==> config.mk <==
export PLATFORM = sky130hd
export DESIGN_NAME = demux_rr_lanes
export DESIGN_NICKNAME = d
export VERILOG_FILES = /design/src/rtl/phy_pkg.sv /design/src/rtl/rr_lane_ptr.sv /design/src/rtl/demux_rr_lanes.sv
export SDC_FILE = /design/constraint.sdc
export NUM_CORES = 1
export LEC_CHECK = 0
export ABC_AREA = 0
export CORE_MARGIN = 2
export CORE_UTILIZATION = 39
export CTS_BUF_LIST = sky130_fd_sc_hd__clkbuf_2
export DETAILED_ROUTE_END_ITERATION = 10
export DONT_BUFFER_PORTS = 1
export GPL_ROUTABILITY_DRIVEN = 1
export SLEW_MARGIN = 20
export SYNTH_ARGS = -nofsm -noshare
export SYNTH_HDL_FRONTEND = slang
export SYNTH_SLANG_ARGS = --single-unit
==> constraint.sdc <==
create_clock -name clk -period 2.2 [get_ports clk]
set_clock_uncertainty 0.05 [all_clocks]
set_input_delay 0.22 -clock clk [delete_from_list [all_inputs] [get_ports clk]]
set_output_delay 0.22 -clock clk [all_outputs]
set_load 0.005 [all_outputs]
==> src/rtl/phy_pkg.sv <==
// Shared definitions for the PHY receive path: mode selectors and small
// elaboration helpers used by the lane demux and the future lane mux.
package phy_pkg;

    localparam int DEMUX_LANE_MODE  = 0;
    localparam int DEMUX_FRAME_MODE = 1;

    // Ceiling log2, used to size lane pointers (N is always >= 2 here).
    function automatic int clog2(input int value);
        int result;
        int rem;
        result = 0;
        rem    = value - 1;
        while (rem > 0) begin
            result = result + 1;
            rem    = rem >> 1;
        end
        return result;
    endfunction

    // Low bit index of lane `lane` inside a packed bus of `width`-bit lanes.
    function automatic int lane_lo(input int lane, input int width);
        return lane * width;
    endfunction

endpackage

==> src/rtl/rr_lane_ptr.sv <==
// Round-robin lane pointer: a modulo-N counter shared by the demux and mux
// sides. A clear wins over an increment so a flush always realigns to lane 0.
module rr_lane_ptr
    import phy_pkg::*;
#(
    parameter int N = 4,
    localparam int PW = clog2(N)
) (
    input  logic          clk,
    input  logic          reset,
    input  logic          inc,
    input  logic          clr,
    output logic [PW-1:0] ptr
);

    // N is a power of two, so natural binary wrap gives modulo-N counting.
    always_ff @(posedge clk or posedge reset) begin
        if (reset) begin
            ptr <= '0;
        end else if (clr) begin
            ptr <= '0;
        end else if (inc) begin
            ptr <= ptr + PW'(1);
        end
    end

endmodule

==> src/rtl/demux_rr_lanes.sv <==
// 1-to-N round-robin word demultiplexer. Lane mode writes each word straight
// to its lane; frame mode gathers N words in staging registers and emits them
// together, with flush emitting whatever partial frame has been gathered.
module demux_rr_lanes
    import phy_pkg::*;
#(
    parameter int W    = 8,
    parameter int N    = 4,
    parameter int MODE = 0,
    parameter int CW   = 16
) (
    input  logic           clk,
    input  logic           reset,
    input  logic [W-1:0]   data_in,
    input  logic           valid_in,
    input  logic           flush,
    output logic [N*W-1:0] data_out,
    output logic [N-1:0]   valid_out,
    output logic [CW-1:0]  frame_cnt
);

    localparam int PW = clog2(N);

    // Frames always start at lane 0, so the pointer doubles as the fill count
    // of the current frame.
    logic [PW-1:0] ptr;

    rr_lane_ptr #(.N(N)) u_ptr (
        .clk   (clk),
        .reset (reset),
        .inc   (valid_in),
        .clr   (flush),
        .ptr   (ptr)
    );

    if (MODE == DEMUX_LANE_MODE) begin : g_lane

        logic [PW-1:0] post_ptr;
        logic          frame_done;

        // A frame ends when lane N-1 is written, or when a flush abandons a
        // frame that still has words in it after this cycle's accept.
        always_comb begin
            post_ptr   = ptr + PW'(valid_in);
            frame_done = (valid_in && (ptr == PW'(N - 1))) ||
                         (flush && (post_ptr != '0));
        end

        // Each accepted word goes straight to its lane with a one-cycle valid.
        always_ff @(posedge clk or posedge reset) begin
            if (reset) begin
                data_out  <= '0;
                valid_out <= '0;
                frame_cnt <= '0;
            end else begin
                valid_out <= '0;
                if (valid_in) begin
                    data_out[lane_lo(int'(ptr), W) +: W] <= data_in;
                    valid_out[ptr] <= 1'b1;
                end
                if (frame_done) begin
                    frame_cnt <= frame_cnt + CW'(1);
                end
            end
        end

    end else begin : g_frame

        logic [W-1:0]  stage [N];
        logic [PW:0]   post_k;
        logic          last_word;
        logic          emit_partial;

        // post_k is the fill count after this cycle's word; a word that
        // completes the frame takes precedence over a simultaneous flush.
        always_comb begin
            post_k       = {1'b0, ptr} + (PW + 1)'(valid_in);
            last_word    = valid_in && (ptr == PW'(N - 1));
            emit_partial = flush && !last_word && (post_k != '0);
        end

        // Staging keeps its contents across emits; only reset clears it.
        always_ff @(posedge clk or posedge reset) begin
            if (reset) begin
                for (int j = 0; j < N; j++) begin
                    stage[j] <= '0;
                end
            end else if (valid_in) begin
                stage[ptr] <= data_in;
            end
        end

        // Emit a full frame or a flushed partial; the word arriving this
        // cycle is not yet in staging, so it is bypassed from data_in.
        always_ff @(posedge clk or posedge reset) begin
            if (reset) begin
                data_out  <= '0;
                valid_out <= '0;
                frame_cnt <= '0;
            end else begin
                valid_out <= '0;
                if (last_word) begin
                    for (int j = 0; j < N - 1; j++) begin
                        data_out[lane_lo(j, W) +: W] <= stage[j];
                    end
                    data_out[lane_lo(N - 1, W) +: W] <= data_in;
                    valid_out <= '1;
                    frame_cnt <= frame_cnt + CW'(1);
                end else if (emit_partial) begin
                    for (int j = 0; j < N; j++) begin
                        if ((PW + 1)'(j) < post_k) begin
                            data_out[lane_lo(j, W) +: W] <=
                                (valid_in && (ptr == PW'(j))) ? data_in : stage[j];
                            valid_out[j] <= 1'b1;
                        end
                    end
                    frame_cnt <= frame_cnt + CW'(1);
                end
            end
        end

    end

endmodule

**Word level (Yosys, flattened, before mapping)**

Index checks and enable logic that the tools add are counted.

- Bits in registers: 54
- Latch bits: 0
- Bits in writable memories: 0
- Bits in read-only memories: 0
- Input port bits: 12
- Output and inout port bits: 52
- Logic and storage cells: 25
- Memories: 0

- Add/subtract/negate cells: 4
- Multipliers: 0
- Div/mod/pow operators: 0
- Order comparisons: 2
- Equality and inequality tests: 1
- Shift-type cells: 2
- Mux-type cells: 6
- Bitwise operators: 0
- Reduce and logical (&&, ||, !) cells: 6

Operators by type and width:

| operator | count |
|---|---|
| $neg 5->33 | 1 |
| $shift 8x33->32 const A | 1 |
| $shiftx 8x33->32 | 1 |
| $bwmux 32 | 1 |
| $add 16x1->16 const B | 1 |
| $mux 2 | 2 |
| $mux 4 | 1 |
| $reduce_bool 2->1 | 2 |
| $logic_and 1x1->1 | 3 |
| $lt 2x3->1 const B | 1 |
| $add 2x1->2 | 1 |
| $add 2x1->2 const B | 1 |
| $demux 1 s2 | 1 |
| $eq 2x2->1 const B | 1 |
| $ge 2x1->1 const B | 1 |
| $logic_or 1x1->1 | 1 |
| $mux 1 | 1 |

**Longest topological paths before layout**

- Depth in word-level cells: 5
- Depth in mapped cells: 7
- Depth with buffers taken out: 6

**Cells and area by module**

Synthesis repeated with hierarchy kept, for this count alone.

- Cell total of the unflattened synthesis: 188
- Area, all modules: 2301.0 um^2

By module, submodules not included:

| module | times used | cells an instance | area each (um^2) |
|---|---|---|---|
| demux_rr_lanes | 1 | 180 | 2208.4 |
| rr_lane_ptr | 1 | 8 | 92.6 |

**Worst setup path after synthesis**

Ideal clock, no wire load.

- Kind: flip-flop to flip-flop
- Start point: register u_ptr.ptr[0]
- End point: register data_out[24]
- Arrival: 1.637 ns
- Required time: 2.083 ns
- Slack: 0.446 ns
- Stages on the path, launching flop included: 6
- Buffers on the path: 0
- Cells stage by stage: dfrtp_1 > inv_1 > ha_1 > nand2b_1 > nor4_4 > a22o_1

- Longest elaborated chain between the ends: 3

Ends and longest elaborated chain:

| item | RTL line | text |
|---|---|---|
| start: declaration | rr_lane_ptr.sv:13 | `output logic [PW-1:0] ptr` |
| start signal: assignment | rr_lane_ptr.sv:23 | `ptr <= ptr + PW'(1);` |
| $neg 5->33 (*) | demux_rr_lanes.sv:58 | `data_out[lane_lo(int'(ptr), W) +: W] <= data_in;` |
| $shiftx 8x33->32 or $shift 8x33->32 (tied branches) | demux_rr_lanes.sv:58 |  |
| $bwmux 32 (*) | demux_rr_lanes.sv:58 |  |
| end signal: indexed assignment | demux_rr_lanes.sv:58 |  |
| end: declaration | demux_rr_lanes.sv:17 | `output logic [N*W-1:0] data_out,` |

Every way passes the cells marked *; elsewhere a longest branch is shown, timed or not.
A chain may end at the register's enable or synchronous reset.

**Worst setup path in the final report**

- Start point: register u_ptr.ptr[0]
- End point: register data_out[29]

Same word-level chain as after synthesis.

==> results_dict.tcl <==
set metrics [dict create \
    finalSetupTns_ps 0 \
    final_cell_mix "dfrtp_1 (53), a22o_1 (28), xnor2_1 (15), dlygate4sd3_1 (12), nand2_1 (10)" \
    nets 207 \
    dr.pass1.iters 4 \
    root_buffer "clkbuf_2" \
    die_area_mm2 0.00636 \
    status "finished, final reports clean" \
    syn2layout_area_growth_pct 11.9 \
    die_h_um 79.8 \
    max_freq_mhz 510 \
    syn_nets 189 \
    track_usage 0.165 \
    critPathBufInv 1 \
    cts.htree.levels 2 \
    cts.path.max_buffers 2 \
    crit_fanout 9 \
    crit_slowest_cell "dfrtp_2" \
    ys_types 29 \
    drv_cap 0 \
    fp.dieW_um 79.8 \
    vias_per_cell 5.48 \
    seq_area_frac_synth 0.603 \
    drtIter0Drc 33 \
    synthCells 170 \
    avgSynthCellArea_um2 13.2 \
    synth_top_cell_by_area "dfrtp_1" \
    coreArea_mm2 0.00554 \
    fin_crit_ps 1960 \
    cts_buffers 5 \
    antenna_cells 0 \
    cp.required_ps 2550 \
    routedWlPerCell_um 18.8 \
    grt_max_degree 25 \
    worst_pin_slew_ps 493 \
    arrival_ps 2310 \
    rsz0062_at_grt "false" \
    cts_tree "yes" \
    power_leakage_nw 1.16 \
    hold_viol_final 0 \
    crit_path_max_incr_delay_ps 550 \
    seq_area_mm2 0.00135 \
    fillers 528 \
    critPathLaunchType "flop" \
    place_congestion 0.795 \
    critical-path-top-delay-family "simple AND/OR/NAND/NOR gates" \
    core.rowCount 27 \
    antenna_found_initial 0 \
    place_hpwl_um 3580 \
    ys_async_sr_fraction 1.00 \
    route.final.wire_length_um 4910 \
    start_util 0.404 \
    grt_pass1_vias 1520 \
    multi_input_area_um2 841 \
    cts_setup_buffers 0 \
    num_io_pins 64 \
    synth_edf_count 0 \
    synth-seq-cells 54 \
    min_period_over_period 0.891 \
    overflow 0 \
    drv_slew 0 \
    cts.sinks 54 \
    hold_ws_ps 41.1 \
    drc 0 \
    synth_area_leaders "dfrtp_1 (60%), a22o_1 (11%), xnor2_1 (5.9%), ha_1 (3.9%), nand4_1 (2.2%)" \
    netlist_area_mm2 0.00224 \
    setup-violations-final 0 \
    portBuffers 0 \
    yosys.area.top_type_share 0.603 \
    grt_pass1_wl_um 8040 \
    layout_commonest_cell "dfrtp_1" \
    critPathKind "reg2reg" \
    antenna_left 0 \
    cp-end-kind "flop" \
    cp_cell_sequence "inv_1 -> ha_1 -> nand2b_1 -> nor4_4 -> a22o_1" \
    synth_warnings 0 \
    pwr_density_cell_mw_per_mm2 780 \
    synthFlopType "dfrtp_1" \
    drive_gt1_frac 0.116 \
    clk_latency_ps 450 \
    slew_headroom 0.671 \
    peakVddDrop_mv 0.415 \
    vias 1431 \
    cts.clk_slew.worst_paths_ps 310 \
    hold_class "in2reg" \
]
==> flip-flops by register name, summed over array words and instances, names as in the netlist <==
signal     flops
u_ptr.ptr      2
data_out      32
valid_out      4
frame_cnt     16
==> kinds of logic (layout without fill, tap and decap cells) <==
group / after synthesis / in the layout / synth area share
compound gates: 36 / 36 / 0.141
xor+xnor: 17 / 17 / 0.0665
fa+ha+maj: 7 / 7 / 0.0391
buf+inv: 11 / 30 / 0.0212
flops: 54 / 54 / 0.603
mux: 2 / 2 / 0.00950
simple gates: 43 / 43 / 0.119
==> report_power, final <==
| group | internal, mW | total (mW) | switching, mW |
|---|---|---|---|
| Sequential | 1.09 | 1.22 | 0.125 |
| Combinational | 0.140 | 0.303 | 0.163 |
| Clock | 0.0947 | 0.434 | 0.339 |
==> worst min-delay path: cells and delay by family <==
family / cells / cell delay, ps
AO/OA/AOI/OAI: 1 / 180
AND/OR/NAND/NOR: 2 / 180
==> stage by stage <==
step,utilization,std cells,cell area [µm²],worst slack [ps],total power [mW]
final,0.452,261,2510,239,1.96
after global routing,0.452,261,2510,151,2.07
after CTS,0.452,261,2500,91.3,1.98
after detailed placement,0.421,241,2330,162,1.52
after global placement,0.421,241,2330,244,1.50
after floorplan,-,170,2240,446,1.43
==> routing by layer <==
| metal | vias to the layer above | share of wire | track usage |
|---|---|---|---|
| met1 | 718 | 0.40 | 0.204 |
| met2 | 55 | 0.48 | 0.256 |
| li1 | 649 | - | - |
| met5 | - | 0 | 0 |
| met3 | 9 | 0.10 | 0.0769 |
| met4 | 0 | 0.019 | 0.0508 |
==> path summary, 6_finish.rpt <==
| check | from | to | slack, ps | depth (start not counted) |
|---|---|---|---|---|
| worst min register to register | frame_cnt[15] | frame_cnt[15] | 470 | 1 |
| min in group asynchronous | reset | data_out[3] | 120 | 2 |
| worst max register to register | u_ptr.ptr[0] | data_out[29] | 240 | 5 |
| max in group asynchronous | reset | data_out[27] | 1340 | 3 |
| worst min-delay path | valid_in | data_out[26] | 40 | 3 |
| worst max-delay path | u_ptr.ptr[0] | data_out[29] | 240 | 5 |
==> Yosys cell counts (all sizes together) (2+ instances only) <==
| library cell | number |
|---|---|
| nand2b | 3 |
| a21oi | 3 |
| buf | 2 |
| inv | 7 |
| and2 | 2 |
| nand2 | 12 |
| xnor2 | 15 |
| dfrtp | 54 |
| o21ai | 2 |
| xor2 | 2 |
| nand4 | 8 |
| nor2 | 5 |
| and4 | 2 |
| and3 | 2 |
| clkbuf | 2 |
| ha | 7 |
| nand3 | 6 |
| a22o | 28 |
| o31ai | 2 |
==> timing repair <==
item                                    4_1_cts  5_1_grt
gates resized for setup                       0        1
endpoints found under the setup margin        0        1
hold buffers                                 12        0
hold endpoints to repair                     58        0
==> cell type report <==
type                       count  area share
sequential                    54       0.540
multi-input combinational    105       0.335
timing repair buffer          15      0.0569
tap                           72      0.0359
clock inverter                 3      0.0115
inverter                       7      0.0105
clock buffer                   5     0.00999
Note: power is estimated with default switching activity, not from simulation.
